File: src/rtl/piradip_bit_packer_if.sv
// Handshake bundle for piradip_bit_packer.
//   in_bit/in_valid/in_ready      serial single-bit input stream
//   out_data/out_valid/out_ready  packed word output stream
// Modports: master = the environment that drives bits and consumes words,
//           slave  = the packer itself.
interface piradip_bit_packer_if #(
    parameter int WIDTH = 32
);
    logic             in_bit;
    logic             in_valid;
    logic             in_ready;
    logic [WIDTH-1:0] out_data;
    logic             out_valid;
    logic             out_ready;

    modport master (
        output in_bit, in_valid, out_ready,
        input  in_ready, out_data, out_valid
    );

    modport slave (
        input  in_bit, in_valid, out_ready,
        output in_ready, out_data, out_valid
    );
endinterface

File: src/rtl/piradip_bit_packer.sv
// Packs a serial stream of single-bit samples into WIDTH-bit words.
// An accumulator collects bits while a separate output register holds the
// previous word, so bits can keep arriving at one per clock while a word
// waits to be consumed.
//
// Ports:
//   clk        sole clock, rising edge
//   aresetn    asynchronous active-low reset
//   io         piradip_bit_packer_if.slave (bit input stream, word output stream)
//   flush      pulse: emit the partial word        (PIRADIP_BIT_PACKER_FLUSH_EN only)
//   out_count  number of valid bits in out_data    (PIRADIP_BIT_PACKER_FLUSH_EN only)
//
// Parameters:
//   WIDTH      output word width, 2..64
//   LSB_FIRST  1: first bit lands in out_data[0]; 0: first bit lands in out_data[WIDTH-1]
//
// Build option: define PIRADIP_BIT_PACKER_FLUSH_EN to add the flush/out_count ports.
//
// state      | meaning
// FILL       | accumulator has room (cnt < WIDTH), input accepted
// FULL_WAIT  | accumulator holds a whole word, output slot still busy
// FLUSH_WAIT | flush requested, partial word waits for the output slot
module piradip_bit_packer #(
    parameter int WIDTH     = 32,
    parameter bit LSB_FIRST = 1'b1
) (
    input  logic                       clk,
    input  logic                       aresetn,
    piradip_bit_packer_if.slave        io
`ifdef PIRADIP_BIT_PACKER_FLUSH_EN
    ,
    input  logic                       flush,
    output logic [$clog2(WIDTH+1)-1:0] out_count
`endif
);
    localparam int CW = $clog2(WIDTH + 1);

    typedef enum logic [1:0] {FILL, FULL_WAIT, FLUSH_WAIT} state_t;

    state_t           state, state_nxt;
    logic [CW-1:0]    cnt, cnt_nxt, cnt_upd, pos;
    logic [WIDTH-1:0] acc, acc_nxt, acc_upd;
    logic [WIDTH-1:0] out_data_q, load_data;
    logic             out_valid_q;
    logic             accept, slot_free, completing, flush_ok, load;
    logic             flush_i;

`ifdef PIRADIP_BIT_PACKER_FLUSH_EN
    logic [CW-1:0]    load_cnt;
    assign flush_i = flush;
`else
    assign flush_i = 1'b0;
`endif

    assign io.in_ready  = (state == FILL);
    assign io.out_data  = out_data_q;
    assign io.out_valid = out_valid_q;

    assign accept     = io.in_valid && io.in_ready;
    assign slot_free  = !out_valid_q || io.out_ready;
    assign completing = accept && (cnt == CW'(WIDTH - 1));
    assign cnt_upd    = cnt + CW'(accept);
    assign pos        = LSB_FIRST ? cnt : (CW'(WIDTH - 1) - cnt);
    // A bit accepted in the flush cycle is part of the flushed word; the
    // completing bit already makes a whole word, so flush is moot there.
    assign flush_ok   = flush_i && (cnt_upd != '0) && !completing;

    always_ff @(posedge clk or negedge aresetn) begin
        if (!aresetn) state <= FILL;
        else          state <= state_nxt;
    end

    always_comb begin
        state_nxt = state;
        case (state)
            FILL: begin
                if (completing && !slot_free) state_nxt = FULL_WAIT;
                else if (flush_ok)            state_nxt = FLUSH_WAIT;
            end
            FULL_WAIT:  if (slot_free) state_nxt = FILL;
            FLUSH_WAIT: if (slot_free) state_nxt = FILL;
            default:    state_nxt = FILL;
        endcase
    end

    always_comb begin
        acc_upd = acc;
        for (int i = 0; i < WIDTH; i++) begin
            if (accept && (CW'(i) == pos)) acc_upd[i] = io.in_bit;
        end
        load      = 1'b0;
        load_data = acc;
        cnt_nxt   = cnt_upd;
        acc_nxt   = acc_upd;
`ifdef PIRADIP_BIT_PACKER_FLUSH_EN
        load_cnt  = CW'(WIDTH);
`endif
        case (state)
            FILL: begin
                if (completing && slot_free) begin
                    load      = 1'b1;
                    load_data = acc_upd;
                end
            end
            FULL_WAIT: load = slot_free;
            FLUSH_WAIT: begin
                load = slot_free;
`ifdef PIRADIP_BIT_PACKER_FLUSH_EN
                load_cnt = cnt;
`endif
            end
            default: load = 1'b0;
        endcase
        // Clearing on every transfer keeps unfilled positions of a flushed word at 0.
        if (load) begin
            cnt_nxt = '0;
            acc_nxt = '0;
        end
    end

    always_ff @(posedge clk or negedge aresetn) begin
        if (!aresetn) begin
            cnt         <= '0;
            acc         <= '0;
            out_data_q  <= '0;
            out_valid_q <= 1'b0;
        end else begin
            cnt <= cnt_nxt;
            acc <= acc_nxt;
            if (load) begin
                out_data_q  <= load_data;
                out_valid_q <= 1'b1;
            end else if (io.out_ready) begin
                out_valid_q <= 1'b0;
            end
        end
    end

`ifdef PIRADIP_BIT_PACKER_FLUSH_EN
    always_ff @(posedge clk or negedge aresetn) begin
        if (!aresetn)  out_count <= '0;
        else if (load) out_count <= load_cnt;
    end
`endif
endmodule

File: src/flat_wrapper.sv
// flat-port wrapper written by rule: the top's interface ports become plain ports
module piradip_bit_packer_flat 
#(
    parameter int WIDTH     = 32,
    parameter bit LSB_FIRST = 1'b1
)
  (clk, aresetn, io_in_bit, io_in_valid, io_out_ready, io_in_ready, io_out_data, io_out_valid);
  piradip_bit_packer_if #(.WIDTH(WIDTH)) io_i ();
  input  logic clk;
  input  logic aresetn;
  input wire logic [$bits(io_i.in_bit)-1:0] io_in_bit;
  input wire logic [$bits(io_i.in_valid)-1:0] io_in_valid;
  input wire logic [$bits(io_i.out_ready)-1:0] io_out_ready;
  output wire logic [$bits(io_i.in_ready)-1:0] io_in_ready;
  output wire logic [$bits(io_i.out_data)-1:0] io_out_data;
  output wire logic [$bits(io_i.out_valid)-1:0] io_out_valid;
  assign io_i.in_bit = io_in_bit;
  assign io_i.in_valid = io_in_valid;
  assign io_i.out_ready = io_out_ready;
  assign io_in_ready = io_i.in_ready;
  assign io_out_data = io_i.out_data;
  assign io_out_valid = io_i.out_valid;
  piradip_bit_packer #(.WIDTH(WIDTH), .LSB_FIRST(LSB_FIRST)) u_core (.clk(clk), .aresetn(aresetn), .io(io_i));
endmodule
File: config.mk
export PLATFORM = sky130hd
export DESIGN_NAME = piradip_bit_packer_flat
export DESIGN_NICKNAME = d
export VERILOG_FILES = /design/src/rtl/piradip_bit_packer_if.sv /design/src/rtl/piradip_bit_packer.sv /design/src/flat_wrapper.sv
export SDC_FILE = /design/constraint.sdc
export NUM_CORES = 1
export LEC_CHECK = 0
export ABC_CLOCK_PERIOD_IN_PS = 3400
export CORE_UTILIZATION = 57
export CTS_CLUSTER_DIAMETER = 50
export DETAILED_ROUTE_END_ITERATION = 10
export DONT_BUFFER_PORTS = 1
export PLACE_DENSITY = 0.73
export SKIP_CTS_REPAIR_TIMING = 1
export SLEW_MARGIN = 30
export SYNTH_ARGS = -nofsm -noshare
export SYNTH_HDL_FRONTEND = slang
export SYNTH_SLANG_ARGS = --single-unit
File: constraint.sdc
create_clock -name clk -period 3.4 [get_ports clk]
set_input_delay 0.68 -clock clk [delete_from_list [all_inputs] [get_ports clk]]
set_output_delay 0.68 -clock clk [all_outputs]
set_load 0.02 [all_outputs]
== Word-level counts from Yosys, hierarchy flattened ==
Cells that the tools add are included.
Cells by class
  equality and inequality tests: 36
  reductions and logical operators: 44
  muxes and demuxes: 43
  $add $sub $neg: 1
Operators by type and width (number)
  $eq 5x6->1 const A: 16
  $mux 32: 3
  $eq 4x6->1 const A: 8
  $logic_and 1x1->1: 36
  $mux 1: 35
  $eq 3x6->1 const A: 4
  $eq 2x6->1 const A: 2
  $add 6x1->6: 1
  $eq 1x6->1 const A: 1
  $eq 6x5->1 const B: 1
  $logic_not 6->1: 1
  $mux 6: 1
  $mux 2: 2
  $pmux 2 s2: 1
  $eq 2x1->1 const B: 1
  $eq 2x2->1 const B: 1
  $logic_not 1->1: 2
  $logic_not 2->1: 1
  $ne 2x1->1 const B: 1
  $ne 2x2->1 const B: 1
  $pmux 1 s2: 1
  $reduce_and 2->1: 1
  $reduce_bool 2->1: 1
  $reduce_or 2->1: 1
  $logic_or 1x1->1: 1
Storage, ports and cells
  output and inout bits: 34
  bits in registers: 73
  logic and storage cells: 129
  input port bits: 5

== Logic depth before layout (Yosys ltp) ==
Gate-level depths: netlist of run 1.
  depth in word-level cells: 7
  mapped depth: 8
  mapped depth without buffers: 6

== Worst setup path after synthesis of run 1 ==
OpenSTA, ideal clock, no wires.
  kind: input port to flip-flop
  start: in io_in_valid
  end: reg u_core.out_data_q[0], in the netlist u_core.io.out_data[0]
  data arrival time: 1.782 ns
  required time: 3.275 ns
  buffers on the path: 2
  path slack: 1.493 ns
  setup time: 0.125 ns
  cell stages on the path: 6
  cell sequence: nor4bb_1 buf_4 a31oi_4 nor2_4 buf_4 mux2_2
On the way
  word-level cells in the longest chain between the ends: 5
  elaborated cells on any way between the ends: 9
  those cells by class: mux: 5; reduce/logical: 4
Ends and longest elaborated chain
  start, declared: RTL line flat_wrapper.sv:12  | input wire logic [$bits(io_i.in_valid)-1:0] io_in_valid;
  $logic_and 1x1->1 *: RTL line piradip_bit_packer.sv:59  | assign accept = io.in_valid && io.in_ready;
  $logic_and 1x1->1, on equally long branches: RTL line piradip_bit_packer.sv:61, piradip_bit_packer.sv:89
  $logic_and 1x1->1 or $mux 1 (tied branches): RTL line piradip_bit_packer.sv:100, piradip_bit_packer.sv:89
  $mux 1 or $mux 32 (tied branches): RTL line piradip_bit_packer.sv:100  | if (completing && slot_free) begin
  $pmux 1 s2 or $mux 32 (tied branches): RTL line piradip_bit_packer.sv:98  | case (state)
  end signal, assigned: RTL line piradip_bit_packer.sv:131  | out_data_q <= load_data;
  end, declared: RTL line piradip_bit_packer.sv:43  | logic [WIDTH-1:0] out_data_q, load_data;
Mark *: on every way between the ends. The rest lies on a longest branch, timed or not.
A chain may end at the register's enable or synchronous reset.

== Worst setup path after layout of run 1 ==
  start: reg u_core.state[0]
  end: reg u_core.out_data_q[26], in the netlist u_core.io.out_data[26]
On the way
  word-level cells in the longest chain between the ends: 6
  elaborated cells on any way between the ends: 13
  those cells by class: eq/ne: 2; mux: 5; reduce/logical: 6
Ends and longest elaborated chain
  start, declared: RTL line piradip_bit_packer.sv:40  | state_t state, state_nxt;
  start signal, assigned: RTL line piradip_bit_packer.sv:70  | else state <= state_nxt;
  $logic_not 2->1: RTL line piradip_bit_packer.sv:55, piradip_bit_packer.sv:98
  $logic_and 1x1->1: RTL line piradip_bit_packer.sv:59
  $logic_and 1x1->1, on equally long branches: RTL line piradip_bit_packer.sv:61, piradip_bit_packer.sv:89
  $logic_and 1x1->1 or $mux 1 (tied branches): RTL line piradip_bit_packer.sv:100, piradip_bit_packer.sv:89
  $mux 1 or $mux 32 (tied branches): RTL line piradip_bit_packer.sv:100
  $pmux 1 s2 or $mux 32 (tied branches): RTL line piradip_bit_packer.sv:98
Several ways; a longest one is shown, not always the timed one.

==> impl_metrics.ini, run 1 <==
[power_and_ir_drop]
power_density_mw_per_mm2 = 782
p_clk_share_pct = 22.8
switchingPower_mw = 0.954
p_leak_nw = 1.77
sequentialPowerShare_pct = 54.3
vdd_drop_max_uv = 393
swShare_pct = 36.3
intPower_mw = 1.67
p_comb_share_pct = 22.9

[logic_synthesis]
yosysTopAreaCell = dfrtp_1
synth-seq-cells = 72
seq_area_frac_synth_pct = 56.6
ys_dominant_reg_cell = dfrtp_1
ys_async_sr_fraction_pct = 100
syn_inst = 267
syn_area_per_cell_sq_um = 11.9
yosys_warnings = 0
synth_top_area_share_pct = 56.6
syn_area_sq_mm = 0.00318
synthTopCellsByArea = dfrtp_1 57%, mux2i_1 10%, mux2_2 9.6%, nand3_1 5.2%, nor2_1 4.7%
synth_edf_count = 0
ys_types = 28
synthesis.nets = 274

[clock_network]
clock_latency_ps = 340
cts-root-buf = clkbuf_8
clk_path_buf_depth = 2
h-tree-depth = 3
cts_sinks = 72
cts_tree = built
cts.clk_slew.worst_paths_ps = 70
cts_buffers = 9

[sta]
fin_crit_sh_pct = 64.7
fmax_mhz = 454
finalSetupViolCount = 0
rsz0062_at_grt = no
setup_tns_ps = 0
worstMarginPinSlew_ps = 759
hold_violations = 0
finalCriticalPeriod_ps = 2200
clock_skew_ps = 4.40
maxSlewViolCount = 0
max-slew-margin-rel_pct = 49.2

[outcome]
status = complete, no violations

[finish]
final_cell_mix = 72 x dfrtp_1, 40 x nor2_1, 33 x nand3_1
diodes = 0
fin_nets = 269
area_growth_pct = 5.54
finalNonFillerCells = 336
final_common_cell = dfrtp_1
drive_gt1_share_pct = 18.8

[worst_hold_path]
hp-class = in -> async

[die]
die_x_microns = 76.7
fp.dieH_microns = 76.7
rows = 26
start_util_pct = 60.8
core_area_sq_mm = 0.00524
die_area_sq_mm = 0.00589
io_pins = 39

[route]
drt_wl_total_microns = 5680
post_drt_wl_per_cell_microns = 16.9
antenna_left = 0
post_drt_via_cell_ratio = 5.83
drt-pass1-iter-count = 4
vias = 1958
drt_iter0_markers = 131
drcViolationCount = 0

[global_routing]
grt_antenna_before_repair = 0
grt_pass1_wl_microns = 9660
grt_overflow = 0
track_usage_pct = 21.4
grt_max_degree = 73
grt_pass1_vias = 1895

[critical_path]
cp_data_required_time_ps = 3630
worstSetupStartpointType = register
crit_fanout = 43
critPathKind = reg -> reg
end_kind = register
worstPathArrival_ps = 2430

[placed_design]
gp_congestion = 0.809
place_inst = 321
io_buffers = 0
hpwl_microns = 3500

[job]
maxCapViolCount = 0
critical path, cell delays in order (launching register included):
cell and delay, ps:
dfrtp_1 460, nor4bb_2 450, a31oi_4 220, nor2_4 130
buf_4 410, mux2_2 390
state kept, by name (all words and copies together) (netlist names):
name and flops:
u_core.state 1, u_core.io.out_data 32, u_core.cnt 6, u_core.io.out_valid 1, u_core.acc 32
synthesized netlist by cell type (all sizes together), types with 3 or more instances:
cell type / n
a221oi: 4
dfrtp: 72
mux2i: 32
o21ai: 4
inv: 5
or3: 4
xor2: 3
nor2: 41
nor2b: 8
mux2: 27
clkbuf: 8
buf: 12
nand3: 33
area by class of cell:
type                       count  area [sq um]
fill                         409          1880
sequential                    72          1800
multi-input combinational    170          1250
clock buffer                  12           155
tap                           70          87.6
timing repair buffer           4          30.0
inverter                       5          18.8
clock inverter                 3          17.5
path summary, 6_finish.rpt:
kind	slack [ps]	from	endpoint	depth (start not counted)
worst max-delay path	1200	u_core.state[0]$_DFFE_PN0P_	u_core.io.out_data[26]$_DFFE_PN0P_	5
worst min-delay path	30	aresetn	u_core.cnt[5]$_DFF_PN0_	0
worst max register to register	1200	u_core.state[0]$_DFFE_PN0P_	u_core.io.out_data[26]$_DFFE_PN0P_	5
worst min register to register	510	u_core.acc[16]$_DFF_PN0_	u_core.io.out_data[16]$_DFFE_PN0P_	1
max in group asynchronous	3270	aresetn	u_core.acc[9]$_DFF_PN0_	0
min in group clk	490	io_in_bit	u_core.acc[27]$_DFF_PN0_	2
power by group through the flow:
stage	clock network, mW	registers (mW)	logic (mW)
2_1_floorplan	0	1.38	0.503
3_3_place_gp	0	1.43	0.575
3_5_place_dp	0	1.44	0.597
4_1_cts	0.610	1.43	0.604
5_1_grt	0.641	1.46	0.664
6_report	0.598	1.43	0.602
cell families after synthesis:
group                      count (synthesis)  synth area share (%)
muxes                                     59                  19.6
and+or+nand+nor                           94                  14.4
AOI/OAI and AO/OA                         11                  3.07
DFF                                       72                  56.6
buffers and inverters                     25                  4.36
adders and majority gates                  2                 0.786
xor gates and xnor gates                   4                  1.10
through the flow:
stage          setup WS (ps)  hold slack [ps]  util [%]  power (mW)  area [sq um]
5_1_grt                 1030             7.28      64.1        2.77          3360
3_3_place_gp            1120              386      60.8        2.01          3190
6_report                1200             27.2      64.1        2.63          3360
4_1_cts                 1200             8.18      64.1        2.64          3360
2_1_floorplan           1490              384         -        1.88          3180
3_5_place_dp            1090              386      60.8        2.04          3190
layer usage:
layer	track usage [%]	part of all wire (%)	vias to the layer above	wire length [microns]
met5	0	0	-	0
met4	12.1	2.6	0	145
met3	4.88	4.2	14	236
met2	30.3	47	48	2660
met1	30.2	46	991	2640
li1	-	-	905	-
Note: power is estimated with default switching activity, not from simulation.
==> run 2, diff against run 1 <==
ABC_CLOCK_PERIOD_IN_PS = 1800   (was 3400)
CORE_UTILIZATION = 56   (was 57)
PLACE_DENSITY = 0.75   (was 0.73)
clock period = 1.8 ns   (was 3.4 ns; I/O delays follow)
==> run 2 against run 1 <==
  * The run now ends with negative hold slack, negative setup slack left
  * Die area up 1.7%
  * Flip-flop and latch count stayed put
  * Combinational power increased by 140%
  * Cell area grew 13%
  * Count of clock-buffer cells in the layout is 2 lower
==> impl_metrics.ini, run 2 (synthesized netlist as in run 1, its figures left out) <==
[sta]
clock_skew_ps = 11.2
setup_slack_ps = -78.1
max-slew-margin-rel_pct = 75.1
maxSlewViolCount = 0
fmax_mhz = 532
worstMarginPinSlew_ps = 373
whs_ps = -305
fin_crit_sh_pct = 104
hold_violations = 72
finalCriticalPeriod_ps = 1880
finalSetupViolCount = 29
rsz0062_at_grt = yes

[clock_network]
cts_sinks = 72
clock_latency_ps = 350
clk_path_buf_depth = 2
cts.clk_slew.worst_paths_ps = 80
cts_buffers = 9
cts-root-buf = clkbuf_8
h-tree-depth = 3
cts_tree = built

[worst_hold_path]
hp-class = in -> async

[finish]
diodes = 0
fin_nets = 300
drive_gt1_share_pct = 27.6
area_growth_pct = 19.6
final_common_cell = dfrtp_1
finalNonFillerCells = 369
final_cell_mix = 72 x dfrtp_1, 40 x nor2_1, 33 x nand3_1

[die]
die_x_microns = 77.4
rows = 27
start_util_pct = 57.8
io_pins = 39
fp.dieH_microns = 77.4
die_area_sq_mm = 0.00599
core_area_sq_mm = 0.00551

[global_routing]
use_met1_pct = 27.9
track_usage_pct = 22.1
grt_pass1_vias = 2011
busiest_layer = met2
gr-usage-met3_pct = 6.82
grt_pass1_wl_microns = 9840
grt_overflow = 0
globalRouteMet2Util_pct = 34.5
grt_max_degree = 73
grt_antenna_before_repair = 0

[critical_path]
worstPathArrival_ps = 2110
worstSetupStartpointType = register
critPathKind = reg -> reg
crit_fanout = 6
r2r-start = u_core.cnt[5]$_DFF_PN0_
cp_data_required_time_ps = 2040
reg2regPathDepth = 7
end_kind = register
crit_start = u_core.cnt[5]$_DFF_PN0_

[power_and_ir_drop]
p_clk_share_pct = 27.2
intPower_mw = 3.80
swShare_pct = 33.3
p_comb_share_pct = 25.4
switchingPower_mw = 1.90
power_density_mw_per_mm2 = 1500
sequentialPowerShare_pct = 47.4
p_leak_nw = 2.01
vdd_drop_max_uv = 923

[placed_design]
gp_congestion = 0.842
hpwl_microns = 3910
io_buffers = 0
place_inst = 342

[route]
antenna_left = 0
post_drt_wl_per_cell_microns = 17.9
drt_wl_total_microns = 6620
drt-pass1-iter-count = 4
drt_iter0_markers = 164
drcViolationCount = 0
vias = 2061
post_drt_via_cell_ratio = 5.59

[outcome]
status = finished with violations
violations = negative hold slack, negative setup slack

[job]
maxCapViolCount = 0
## run 2: cell count changes in the layout (fill, tap and decap cells not counted)
| cell | change |
|---|---|
| buf_12 | +1 |
| buf_2 | +1 |
| buf_4 | +23 |
| buf_6 | +4 |
| bufinv_16 | +3 |
| clkbuf_1 | -1 |
| clkbuf_16 | +2 |
| clkbuf_8 | -1 |
| clkinv_2 | -1 |
| clkinvlp_4 | -1 |
| inv_6 | +1 |
| mux2_2 | -22 |
| mux2_4 | +22 |
## run 2: layer usage
| layer | vias up | share of wire, % |
|---|---|---|
| li1 | 963 | - |
| met1 | 1039 | 46 |
| met2 | 46 | 48 |
| met3 | 13 | 4.1 |
| met4 | 0 | 2.3 |
| met5 | - | 0 |
## run 2: power by group through the flow
stage | Clock, mW | Combinational [mW] | Sequential, mW
6_report | 1.55 | 1.45 | 2.70
4_1_cts | 1.58 | 1.31 | 2.69
5_1_grt | 1.63 | 1.58 | 2.78
3_5_place_dp | 0 | 1.30 | 2.72
3_3_place_gp | 0 | 1.25 | 2.70
2_1_floorplan | 0 | 0.949 | 2.61
## run 2: final cells by class
cell class	count	area, sq um
well taps	72	90.1
fillers	365	1700
multi-input cells	170	1330
repair buffers	35	323
clock buffers	10	138
inverters	5	18.8
flip-flops and latches	72	1800
clock inverters	5	104
## run 2: critical path, cell delays in order, from the launching register on
cell and delay (ps):
dfrtp_1 400, nor4bb_2 310, buf_4 190, a31oi_4 110
nor2_4 150, buf_6 150, clkbuf_16 160, mux2_4 300
## run 2: through the flow
stage               power, mW  setup WS [ps]  TNS, ps  utilization, %  area (sq um)
floorplan                3.56           57.2        0               -          3180
global placement         3.95           55.8        0            60.7          3340
detailed placement       4.02           11.6        0            60.7          3340
CTS                      5.58          -19.5     -149            65.1          3580
global route             5.98           -120    -3160            69.1          3800
finish                   5.70          -78.1    -1770            69.1          3800
## run 2: worst paths after layout
path                                                 endpoint  slack, ps
min reg2reg                u_core.io.out_data[17]$_DFFE_PN0P_        510
max reg2reg                u_core.io.out_data[14]$_DFFE_PN0P_        -80
max in group asynchronous  u_core.io.out_data[19]$_DFFE_PN0P_       1990
max                        u_core.io.out_data[14]$_DFFE_PN0P_        -80
min in group clk                     u_core.acc[27]$_DFF_PN0_        170
min                                  u_core.acc[27]$_DFF_PN0_       -310
==> run 3, diff against run 2 <==
GPL_ROUTABILITY_DRIVEN = 0   (was not set)
==> results of run 3 <==
No change in the layout: final DEF, timing and power equal those of run 2.
